## src/rtl/mem_arbiter.sv

```systemverilog
// Shares one backend memory port between the fetch and data requesters.
// Data requests have priority over fetches. A stuck access is force-completed with an error.
module mem_arbiter #(
  parameter int          TIMEOUT_CYCLES = 255,
  parameter logic [31:0] ERR_DATA       = 32'hDEADBEEF
) (
  input  logic        clk,
  input  logic        rst_n,
  input  logic        if_req,
  input  logic [31:0] if_addr,
  output logic [31:0] if_rdata,
  input  logic        d_req,
  input  logic [3:0]  d_we,
  input  logic [31:0] d_addr,
  input  logic [31:0] d_wdata,
  output logic [31:0] d_rdata,
  output logic        stall,
  output logic        mem_req,
  output logic [3:0]  mem_we,
  output logic [31:0] mem_addr,
  output logic [31:0] mem_wdata,
  input  logic [31:0] mem_rdata,
  input  logic        mem_ack,
  output logic        bus_err,
  output logic [31:0] err_addr
);

  // state | meaning
  // IDLE  | no backend access; choose the next requester
  // D_ACC | data access in flight on the backend
  // I_ACC | fetch access in flight on the backend
  typedef enum logic [1:0] {IDLE, D_ACC, I_ACC} state_t;

  localparam logic [7:0] WAIT_LAST = 8'(TIMEOUT_CYCLES - 1);

  state_t      state, state_nxt;
  logic        done_d, done_i;
  logic [7:0]  wait_cnt;
  logic        in_acc, timeout, complete;

  assign stall    = (d_req & ~done_d) | (if_req & ~done_i);
  assign in_acc   = (state != IDLE);
  // A coincident ack beats the timeout.
  assign timeout  = in_acc & ~mem_ack & (wait_cnt == WAIT_LAST);
  assign complete = in_acc & (mem_ack | timeout);

  always_comb begin
    state_nxt = state;
    mem_req   = 1'b0;
    mem_we    = 4'b0000;
    mem_addr  = 32'h0;
    mem_wdata = 32'h0;
    case (state)
      IDLE: begin
        if (d_req && !done_d)       state_nxt = D_ACC;
        else if (if_req && !done_i) state_nxt = I_ACC;
      end
      D_ACC: begin
        mem_req   = 1'b1;
        mem_we    = d_we;
        mem_addr  = d_addr;
        mem_wdata = d_wdata;
        if (complete) state_nxt = IDLE;
      end
      I_ACC: begin
        mem_req  = 1'b1;
        mem_addr = if_addr;
        if (complete) state_nxt = IDLE;
      end
      default: state_nxt = IDLE;
    endcase
  end

  always_ff @(posedge clk or negedge rst_n) begin
    if (!rst_n) begin
      state    <= IDLE;
      done_d   <= 1'b0;
      done_i   <= 1'b0;
      wait_cnt <= 8'd0;
      if_rdata <= 32'h0;
      d_rdata  <= 32'h0;
      bus_err  <= 1'b0;
      err_addr <= 32'h0;
    end else begin
      state <= state_nxt;

      if (!stall) begin
        done_d <= 1'b0;
        done_i <= 1'b0;
      end

      if (!in_acc)       wait_cnt <= 8'd0;
      else if (!mem_ack) wait_cnt <= wait_cnt + 8'd1;

      // Completion sets its flag even when the request already dropped.
      if (state == D_ACC && complete) begin
        done_d <= 1'b1;
        if (d_we == 4'b0000) d_rdata <= mem_ack ? mem_rdata : ERR_DATA;
      end
      if (state == I_ACC && complete) begin
        done_i   <= 1'b1;
        if_rdata <= mem_ack ? mem_rdata : ERR_DATA;
      end

      if (timeout) begin
        bus_err <= 1'b1;
        if (!bus_err) err_addr <= mem_addr;
      end
    end
  end

endmodule

```

## config.mk

```make
export PLATFORM = sky130hd
export DESIGN_NAME = mem_arbiter
export DESIGN_NICKNAME = d
export VERILOG_FILES = /design/src/rtl/mem_arbiter.sv
export SDC_FILE = /design/constraint.sdc
export NUM_CORES = 1
export LEC_CHECK = 0
export ABC_AREA = 1
export BUFFER_PORTS_ARGS = -buffer_cell sky130_fd_sc_hd__buf_2
export CORE_AREA = 4 4 115 117
export CTS_CLUSTER_DIAMETER = 40
export DETAILED_ROUTE_END_ITERATION = 7
export DIE_AREA = 0 0 119 121
export GPL_ROUTABILITY_DRIVEN = 0
export PLACE_DENSITY = 0.85
export SLEW_MARGIN = 20
export SYNTH_ARGS = -nofsm -noshare
export SYNTH_HDL_FRONTEND = slang
export SYNTH_SLANG_ARGS = --single-unit
export TNS_END_PERCENT = 30
```

## constraint.sdc

```tcl
create_clock -name clk -period 2.5 [get_ports clk]
set_clock_uncertainty 0.05 [all_clocks]
set_input_delay 0.125 -clock clk [delete_from_list [all_inputs] [get_ports clk]]
set_output_delay 0.125 -clock clk [all_outputs]
set_load 0.01 [all_outputs]
```

# After elaboration in Yosys (flattened, before gate mapping)
# Index checks and enable logic that the tools add are counted.
# totals
regBits	109
inputBits	137
out_inout_bits	167
elab_cells	55
# classes
addsub	1
n_eq_ne	8
muxes	14
bitwise	11
n_reduce_logical	13
# ops
cell	count
32-bit two-way mux	2
32-bit one-hot mux with 2 select lines	1
8-bit two-way mux	2
8-bit by 1-bit adder with 8-bit output (second input constant)	1
8-bit equality test (second input constant)	1
2-bit two-way mux	3
2-bit by 1-bit != test with 1-bit output (second input constant)	3
2-bit AND reduction	3
1-bit bitwise AND	5
1-bit logical AND	4
4-bit zero test	1
1-bit two-way mux	4
4-bit two-way mux	1
1-bit inverter	4
2-bit one-hot mux with 2 select lines	1
3-bit != test (second input constant)	1
2-bit by 1-bit equality test with 1-bit output (second input constant)	1
2-bit equality test (second input constant)	1
1-bit zero test	2
2-bit zero test	1
2-bit != test (second input constant)	1
1-bit OR	2
2-bit nonzero test	1
2-bit OR reduction	1

# Depth between registers and ports, before layout
# Gate-level depths: netlist of run 1.
# depth
word_depth	7
ltp_mapped	11
depth_no_buf	9

# Worst setup path after synthesis of run 1
# OpenSTA, ideal clock, no wires.
# synth_path
path_type	register -> register
start	register state[0]
end	register if_rdata[10]
t_arrival_ps	1508
slack_ps	821
path_stages_with_launch	12
path_buffers	3
synth_period_minus_slack_ps	1679
path_cell_list	dfrtp_1 -> inv_1 -> ha_1 -> buf_4 -> nor2_4 -> nand3_2 -> nand2_4 -> nand2_2 -> buf_6 -> buf_6 -> nand2_1 -> o21ai_2
# synth_via
elab_chain_len	6
elab_cells_between_ends	7
cone_classes	1 x eq/ne; 4 x bitwise; 2 x reduce/logical
# synth_rtl
element	line	source
from (decl)	36	state_t state, state_nxt;
from (signal assigned)	85	state <= state_nxt;
2-bit nonzero test	42	assign in_acc = (state != IDLE);
1-bit bitwise AND (2 in a row)	44	assign timeout = in_acc & ~mem_ack & (wait_cnt == WAIT_LAST);
1-bit OR	45	assign complete = in_acc & (mem_ack | timeout);
1-bit bitwise AND	45	
1-bit logical AND (*)	100	if (state == I_ACC && complete) begin
to (signal assigned)	102	if_rdata <= mem_ack ? mem_rdata : ERR_DATA;
to (decl)	11	output logic [31:0] if_rdata,
# Mark *: on every way between the ends. The rest lies on a longest branch, timed or not.
# A chain may end at the register's enable or synchronous reset.

# Worst setup path after layout of run 1
# layout_path
start	register state[1]
end	output mem_we[3]
# layout_via
elab_chain_len	2
# layout_rtl
element	line	source
2-bit by 1-bit equality test with 1-bit output	53	case (state)
4-bit two-way mux	53	
to (decl)	19	output logic [3:0] mem_we,
# No other way between the ends.

==> out/metrics.yaml, run 1 <==
die:
  die_x_um: 119
  start_util_pct: 45.0
  core-area_um2: 12400
  dieArea_um2: 14400
  row_count: 41
  fp.dieH_um: 121
  num_io_pins: 304
pwr:
  p_clk_share_pct: 19.6
  pwr-share-comb_pct: 45.5
  netSwitchingFraction_pct: 41.2
  total_leakage_power_nw: 4.86
  internal-power_mw: 4.11
  seqPwrFrac_pct: 35.0
  p_per_area_nw_per_um2: 919
  p_switching_mw: 2.88
  ir_drop_v: 0.000475
logic_synthesis:
  ys_ff_latch: 109
  yosysSeqAreaShare_pct: 49.0
  synth.yosys.warnings: 0
  synth-compound-area-share_pct: 13.2
  synth_ff_type: "dfrtp_1"
  synthMuxAreaShare_pct: 0
  synth.cells.most_frequent: "nand2_1, inv_1, dfrtp_1, o21ai_1, nand4_1"
  yosysTopAreaCell: "dfrtp_1"
  postSynthCellCount: 701
  synth_fa_ha_area_share_pct: 1.12
  ys_top_cells_by_area: "dfrtp_1, nand2_1, inv_1"
  yosysMostFrequentCell: "nand2_1"
  async_flop_share_pct: 100
  synth_area_um2: 5560
  syn_avg_cell_area_um2: 7.94
  synth_cell_types: 31
  synthSimpleGateAreaFrac_pct: 24.4
  synth-xor-area-share_pct: 0
  synth_top_family_by_area: "simple AND/OR/NAND/NOR gates"
  synth_edf_count: 0
  netlist.area_leader.share_pct: 49.0
  synthesis.nets: 843
timing:
  hold_viol_final: 0
  fin_ws_ps: 339
  fmax_mhz: 463
  drv_slew: 0
  grt_setup_unrepaired: "false"
  min_period_over_period_pct: 86.4
  setup_tns_ps: 0
  tightestPinTransition_ps: 737
  fin_crit_ps: 2160
  holdWs_ps: 5.65
  setup-violations-final: 0
  slew_headroom_pct: 50.9
clock_tree:
  clock_sinks: 109
  clock_path_buffers: 2
  cts.clk_slew.worst_paths_ps: 80
  numCtsBuffers: 9
  root_buffer: "clkbuf_16"
  cts_resized: 0
  cts_tree: "done"
  cts_max_level: 3
  clkLatencyLatePin_ps: 340
critical_path:
  cp.required_ps: 2330
  start_kind: "flop"
  path_class: "reg2out"
  critPathMaxFanout: 56
  cp_data_arrival_time_ps: 1990
  crit_path_end_kind: "primary output"
final_layout:
  fill_cells: 1092
  regArea_um2: 2730
  nets: 1132
  syn_to_final_growth_pct: 36.6
  final_layout_size_suffix_gt1_share_pct: 36.7
  multi_input_area_um2: 2170
global_routing:
  overflow: 0
  antenna_found_initial: 3
  grt_max_degree: 65
  grt_pass1_vias: 5385
  grt.total_usage_pct: 23.7
  grt_pass1_wl_um: 27700
drt:
  drc: 0
  drt_wl_total_um: 17500
  dr.pass1.iters: 5
  drt_iter0_drc: 359
  wl_per_cell_um: 15.0
  ant_nets: 0
  via_count: 5686
  detail_route.vias_per_cell: 4.86
worst_hold_path:
  min_path_type: "in2reg"
place:
  post-place-ws_ps: 418
  dp_hpwl_um: 13200
  io_buffer_count: 303
run:
  maxCapViolCount: 0
outcome:
  status: "finished clean"
## cell type report
type / instances / share of cell area, %
inverters: 119 / 5.88
diodes: 2 / 0.0659
flip-flops and latches: 109 / 35.9
multi-input cells: 428 / 28.6
repair buffers: 323 / 23.0
clock buffers: 10 / 3.01
well taps: 172 / 2.83
clock inverters: 6 / 0.691
## per-stage QoR
step	instance area [um2]	power, mW	utilization [%]	instances
floorplan	5560	4.37	-	701
global route	7600	7.45	61.5	1169
detailed placement	7230	5.63	58.5	1143
CTS	7590	7.03	61.4	1167
finish	7600	6.99	61.5	1169
global placement	7230	5.56	58.5	1143
## state kept, by name, indices dropped and copies added (netlist names)
register	count
d_rdata	32
err_addr	32
if_rdata	32
wait_cnt	8
state	2
bus_err	1
done_d	1
done_i	1
## cells in the final DEF (no fill, tap or decap), types with 2 or more instances in the layout
cell type and instances:
buf_2 302, nand2_1 229, inv_1 118, dfrtp_1 109
o21ai_1 39, nand4_1 36, nor2_1 35, a22o_1 32
o21ai_2 23, clkbuf_16 9, dlygate4sd3_1 8, buf_4 8
o21ai_0 6, nand3_1 5, buf_12 5, ha_1 4
a21oi_1 3, diode_2 2, nand3_2 2, nand2_2 2
nor3_1 2, inv_8 2, inv_6 2
## per-layer routing
layer | GRT usage (%) | vias up | wire length [um]
met1 | 30.4 | 2631 | 7220
met5 | 0 | - | 0
met4 | 8.91 | 0 | 341
met2 | 40.6 | 230 | 8810
met3 | 3.68 | 28 | 1150
li1 | - | 2797 | -
## worst max-delay path, stage by stage, from the launching register on
cell and delay (ps):
dfrtp_1 400, inv_1 120, ha_4 550, buf_12 280, nand2_1 90, inv_1 60, buf_2 120
## repair_timing
action | 4_1_cts | 5_1_grt
endpoints found under the hold margin | 63 | 0
hold buffers | 8 | 0
buffers inserted | 0 | 0
## cell families after synthesis
| logic type | count (synthesis) |
|---|---|
| AO/OA/AOI/OAI | 105 |
| adder cells (fa/ha/maj) | 5 |
| buffers and inverters | 164 |
| flip-flops | 109 |
| AND/OR/NAND/NOR | 318 |
## final timing paths
kind / start / end / slack (ps) / cells past startpoint
hold / removal: mem_rdata[16] / if_rdata[16] / 6 / 3
max in group asynchronous: rst_n / state[1] / 1310 / 3
setup / recovery: state[1] / mem_we[3] / 340 / 6
min in group asynchronous: rst_n / if_rdata[6] / 340 / 2
hold reg to reg: d_rdata[2] / d_rdata[2] / 420 / 2
setup reg to reg: state[1] / if_rdata[8] / 420 / 9
## power groups by stage
stage / combinational [mW] / sequential [mW] / clock [mW]
floorplan: 1.75 / 2.62 / 0
global placement: 3.10 / 2.46 / 0
detailed placement: 3.17 / 2.46 / 0
CTS: 3.19 / 2.44 / 1.40
global route: 3.49 / 2.49 / 1.48
finish: 3.18 / 2.44 / 1.37
No activity file was read; power rests on OpenSTA's default activity.
==> run 2: changes to the inputs <==
- CORE_AREA: 4 4 115 117 -> 2 2 117 119
- PLACE_DENSITY: 0.85 -> 0.8
==> out/metrics.yaml, run 2 (same netlist as run 1, synthesis figures left out) <==
timing:
  holdWs_ps: 6.54  # was 5.65 ps
  setup-violations-final: 0  # unchanged
  min_period_over_period_pct: 88.2  # was 86.4%
  fin_crit_ps: 2200  # was 2160 ps
  fin_ws_ps: 296  # was 339 ps
  hold_viol_final: 0  # unchanged
  tightestPinTransition_ps: 642  # was 737 ps
  drv_slew: 0  # unchanged
  fmax_mhz: 454  # was 463 MHz
  setup_tns_ps: 0  # unchanged
  grt_setup_unrepaired: "false"  # unchanged
  slew_headroom_pct: 57.2  # was 50.9%
final_layout:
  num_antenna_cells: 0  # was 2
  nets: 1141  # was 1132
  final_layout_size_suffix_gt1_share_pct: 36.8  # was 36.7%
  final_cell_mix: "buf_2, nand2_1, inv_1"  # unchanged
  syn_to_final_growth_pct: 38.3  # was 36.6%
  top_regs: "d_rdata (32), err_addr (32), if_rdata (32)"  # unchanged
  final_common_cell: "buf_2"  # unchanged
  finish.utilization_pct: 58.8  # was 61.5%
clock_tree:
  clock_path_buffers: 2  # unchanged
  numCtsBuffers: 9  # unchanged
  root_buffer: "clkbuf_16"  # unchanged
  cts_resized: 0  # unchanged
  cts.clk_slew.worst_paths_ps: 70  # was 80 ps
  clock_sinks: 109  # unchanged
  clkLatencyLatePin_ps: 350  # was 340 ps
  cts_tree: "done"  # unchanged
  cts_max_level: 3  # unchanged
  cts_setup_buffers: 0  # unchanged
die:
  num_io_pins: 304  # unchanged
  start_util_pct: 42.5  # was 45.0%
  die_x_um: 119  # unchanged
  row_count: 42  # was 41
  core-area_um2: 13100  # was 12400 um2
  dieArea_um2: 14400  # unchanged
  fp.dieH_um: 121  # unchanged
pwr:
  internal-power_mw: 4.26  # was 4.11 mW
  p_switching_mw: 2.87  # was 2.88 mW
  total_leakage_power_nw: 4.92  # was 4.86 nW
  p_clk_share_pct: 21.2  # was 19.6%
  seqPwrFrac_pct: 34.2  # was 35.0%
  ir_drop_v: 0.000481  # was 0.000475 V
  p_per_area_nw_per_um2: 927  # was 919 nW/um2
  pwr-share-comb_pct: 44.6  # was 45.5%
  netSwitchingFraction_pct: 40.3  # was 41.2%
place:
  dp_hpwl_um: 12700  # was 13200 um
  post-place-ws_ps: 458  # was 418 ps
  io_buffer_count: 303  # unchanged
drt:
  drt_wl_total_um: 17300  # was 17500 um
  drc: 0  # unchanged
  highest_layer: "met4"  # unchanged
  ant_nets: 0  # unchanged
  wl_per_cell_um: 14.6  # was 15.0 um
  dr.pass1.iters: 5  # unchanged
  via_count: 5695  # was 5686
  drt_iter0_drc: 463  # was 359
  met3_length_um: 1040  # was 1150 um
  m1WireLength_um: 7230  # was 7220 um
  detail_route.vias_per_cell: 4.83  # was 4.86
  wl_met2_um: 8670  # was 8810 um
critical_path:
  crit_path_end_kind: "primary output"  # unchanged
  cp_data_arrival_time_ps: 2030  # was 1990 ps
  rr_worst_depth: 9  # unchanged
  cp_slowest_cell: "ha_4"  # unchanged
  cp.required_ps: 2330  # about the same
  cp_common_cell: "inv_1"  # unchanged
  max_stage_delay_ps: 560  # was 550 ps
  start_kind: "flop"  # unchanged
  critPathMaxFanout: 56  # unchanged
  crit_chain: "inv_1 > ha_4 > buf_4 > nand2_1 > inv_1 > buf_2"  # was inv_1 > ha_4 > buf_12 > nand2_1 > inv_1 > buf_2
  path_class: "reg2out"  # unchanged
global_routing:
  grt.total_usage_pct: 24.1  # was 23.7%
  grt_max_degree: 68  # was 65
  overflow: 0  # unchanged
  antenna_found_initial: 0  # was 3
  grt_pass1_wl_um: 27300  # was 27700 um
  grt_pass1_vias: 5480  # was 5385
worst_hold_path:
  min_path_type: "in2reg"  # unchanged
  hold_depth: 3  # unchanged
run:
  maxCapViolCount: 0  # unchanged
outcome:
  status: "finished clean"  # unchanged
==> run 2: cell count changes in the layout (fill, tap and decap cells not counted), moves of 2 or more <==
| cell | before | now |
|---|---|---|
| dlygate4sd3_1 | 8 | 14 |
| buf_4 | 8 | 13 |
| buf_12 | 5 | 3 |
| diode_2 | 2 | 0 |
| clkbuf_8 | 0 | 2 |
==> run 2: metal layers <==
metal	vias up	global-route usage (%)
met5	-	0
met3	21	5.03
met1	2657	29.3
li1	2800	-
met4	0	8.41
met2	217	42.3
==> run 2: worst paths after layout <==
kind | endpoint | startpoint | slack (ps)
worst max-delay path | mem_wdata[6] | state[1] | 300
worst min-delay path | if_rdata[7] | mem_rdata[7] | 7
worst max register to register | d_rdata[25] | state[1] | 420
worst min register to register | d_rdata[3] | d_rdata[3] | 420
max in group asynchronous | state[0] | rst_n | 1400
min in group asynchronous | d_rdata[7] | rst_n | 250
==> run 2: layout make-up <==
cell class	count	area, um2
tap	176	220
sequential	109	2730
inverter	119	447
timing repair buffer	332	1810
clock inverter	5	63.8
fill	1176	5390
clock buffer	11	253
multi-input combinational	428	2170
==> run 2: what timing repair did <==
item,CTS,global route
hold endpoints to repair,55,0
setup endpoints to repair,0,0
hold buffers,14,0
==> run 2: worst max-delay path: cells and delay by family, from the launching register on <==
| kind | cells | cell delay [ps] |
|---|---|---|
| flops | 1 | 390 |
| fa+ha+maj | 1 | 560 |
| buf+inv | 4 | 620 |
| simple gates | 1 | 100 |
==> run 2: power by group through the flow <==
| stage | Clock [mW] | Combinational, mW | Sequential [mW] |
|---|---|---|---|
| final | 1.51 | 3.18 | 2.44 |
| after global routing | 1.61 | 3.52 | 2.49 |
| after CTS | 1.54 | 3.19 | 2.43 |
| after detailed placement | 0 | 3.17 | 2.46 |
| after global placement | 0 | 3.10 | 2.46 |
| after floorplan | 0 | 1.75 | 2.62 |
==> run 2: per-stage QoR <==
step	power, mW	instance area (um2)	std cells
after detailed placement	5.63	7240	1150
after global routing	7.62	7690	1180
after global placement	5.56	7240	1150
after CTS	7.17	7690	1180
after floorplan	4.37	5560	701
final	7.13	7690	1180
==> run 3: changes to the inputs <==
- CORE_AREA: 2 2 117 119 -> not set
- CORE_ASPECT_RATIO: not set -> 1.2
- CORE_MARGIN: not set -> 8
- CORE_UTILIZATION: not set -> 49
- DIE_AREA: 0 0 119 121 -> not set
- PLACE_DENSITY: 0.8 -> 0.9
==> out/metrics.yaml, run 3 (same netlist as run 1, synthesis figures left out) <==
outcome:
  status: "finished clean"  # unchanged
timing:
  drv_slew: 0  # unchanged
  grt_setup_unrepaired: "false"  # unchanged
  fin_ws_ps: 244  # was 296 ps
  min_period_over_period_pct: 90.2  # was 88.2%
  fin_crit_ps: 2260  # was 2200 ps
  fmax_mhz: 443  # was 454 MHz
  slew_headroom_pct: 54.3  # was 57.2%
  hold_viol_final: 0  # unchanged
  setup_tns_ps: 0  # unchanged
  setup-violations-final: 0  # unchanged
  tightestPinTransition_ps: 686  # was 642 ps
  holdWs_ps: 10.2  # was 6.54 ps
critical_path:
  cp.required_ps: 2330  # about the same
  worstReg2RegEnd: "if_rdata[4]"  # was d_rdata[25]
  start_kind: "flop"  # unchanged
  rr_worst_depth: 9  # unchanged
  crit_path_end_kind: "primary output"  # unchanged
  path_class: "reg2out"  # unchanged
  cp_data_arrival_time_ps: 2080  # was 2030 ps
  reg2reg_setup_slack_ps: 450  # was 420 ps
  critPathMaxFanout: 59  # was 56
  worstReg2RegStart: "state[1]"  # unchanged
final_layout:
  top_regs: "d_rdata (32), err_addr (32), if_rdata (32)"  # unchanged
  final_layout_size_suffix_gt1_share_pct: 36.9  # was 36.8%
  regArea_um2: 2730  # unchanged
  final_cell_mix: "buf_2, nand2_1, inv_1"  # unchanged
  multi_input_area_um2: 2170  # unchanged
  syn_to_final_growth_pct: 36.6  # was 38.3%
  nets: 1137  # was 1141
  fill_cells: 867  # was 1176
  final_common_cell: "buf_2"  # unchanged
die:
  row_count: 42  # unchanged
  start_util_pct: 50.4  # was 42.5%
  dieArea_um2: 15000  # was 14400 um2
  die_x_um: 113  # was 119 um
  core-area_um2: 11000  # was 13100 um2
  fp.dieH_um: 133  # was 121 um
  num_io_pins: 304  # unchanged
drt:
  highest_layer: "met5"  # was met4
  ant_nets: 0  # unchanged
  met3_length_um: 1580  # was 1040 um
  via_count: 5808  # was 5695
  m1WireLength_um: 7460  # was 7230 um
  dr.pass1.iters: 5  # unchanged
  wl_met2_um: 9750  # was 8670 um
  drt_iter0_drc: 475  # was 463
  drt_wl_total_um: 19600  # was 17300 um
  detail_route.vias_per_cell: 5.13  # was 4.83
  wl_per_cell_um: 17.3  # was 14.6 um
  drc: 0  # unchanged
clock_tree:
  clkLatencyLatePin_ps: 340  # was 350 ps
  cts_setup_buffers: 0  # unchanged
  root_buffer: "clkbuf_16"  # unchanged
  cts_tree: "done"  # unchanged
  numCtsBuffers: 9  # unchanged
  clock_path_buffers: 2  # unchanged
  cts_max_level: 3  # unchanged
  cts.clk_slew.worst_paths_ps: 70  # about the same
  clock_sinks: 109  # unchanged
global_routing:
  grt_pass1_vias: 5700  # was 5480
  antenna_found_initial: 1  # was 0
  overflow: 0  # unchanged
  grt_max_degree: 65  # was 68
  grt.total_usage_pct: 26.1  # was 24.1%
  grt_pass1_wl_um: 31200  # was 27300 um
pwr:
  p_per_area_nw_per_um2: 944  # was 927 nW/um2
  total_leakage_power_nw: 4.90  # was 4.92 nW
  ir_drop_v: 0.000568  # was 0.000481 V
worst_hold_path:
  min_path_type: "in2reg"  # unchanged
  holdCritStartpoint: "mem_rdata[19]"  # was mem_rdata[7]
  hold_end: "if_rdata[19]"  # was if_rdata[7]
  hold_depth: 3  # unchanged
place:
  dp_hpwl_um: 15300  # was 12700 um
  io_buffer_count: 303  # unchanged
  post-place-ws_ps: 487  # was 458 ps
run:
  maxCapViolCount: 0  # unchanged
-- run 3: cell types whose count changed in the layout (fill, tap and decap cells not counted) --
cell,previous run,this run
clkinv_2,1,0
dlygate4sd3_1,14,10
diode_2,0,1
clkbuf_8,2,1
inv_6,1,3
-- run 3: worst max path at each step --
stage                     slack, ps      endpoint  cells past startpoint      from
after floorplan                 820  if_rdata[10]                     11  state[0]
after global placement          590  if_rdata[10]                      9  state[1]
after detailed placement        490   if_rdata[4]                      9  state[1]
after CTS                       240  mem_wdata[2]                      6  state[1]
after global routing            110  mem_wdata[2]                      6  state[1]
final                           240  mem_wdata[2]                      6  state[1]
-- run 3: final cells by class --
cell class              instances  share of cell area, %
clock buffers                  10                   3.15
flip-flops and latches        109                   35.9
clock inverters                 6                   1.00
inverters                     119                   5.88
well taps                     132                   2.17
repair buffers                328                   23.3
multi-input cells             428                   28.6
diodes                          1                 0.0329
-- run 3: routing by layer --
layer | vias up | global-route usage, %
met1 | 2682 | 29.1
met3 | 57 | 7.37
met4 | 2 | 12.8
li1 | 2792 | -
met5 | - | 0
met2 | 275 | 44.6
-- run 3: repair_timing --
action | in CTS | in global routing
resized for setup | 0 | 0
hold buffers | 10 | 0
endpoints found under the hold margin | 60 | 0
-- run 3: metrics by stage --
step           power, mW  utilization, %  instance area, um2  cells
6_report            7.18            68.9                7600   1133
5_1_grt             7.66            68.8                7600   1132
4_1_cts             7.23            68.8                7600   1132
3_5_place_dp        5.69            65.1                7180   1106
3_3_place_gp        5.62            65.1                7180   1106
2_1_floorplan       4.37               -                5560    701
-- run 3: power by group --
part,switching (mW),internal (mW),total [mW]
combinational,2.03,1.21,3.24
clock,0.671,0.825,1.50
sequential,0.255,2.18,2.44
-- run 3: critical path, cell delays in order (launching register included) --
cell and delay [ps]:
dfrtp_1 410, inv_1 130, ha_4 570, buf_4 330
nand2_1 90, inv_1 80, buf_2 130
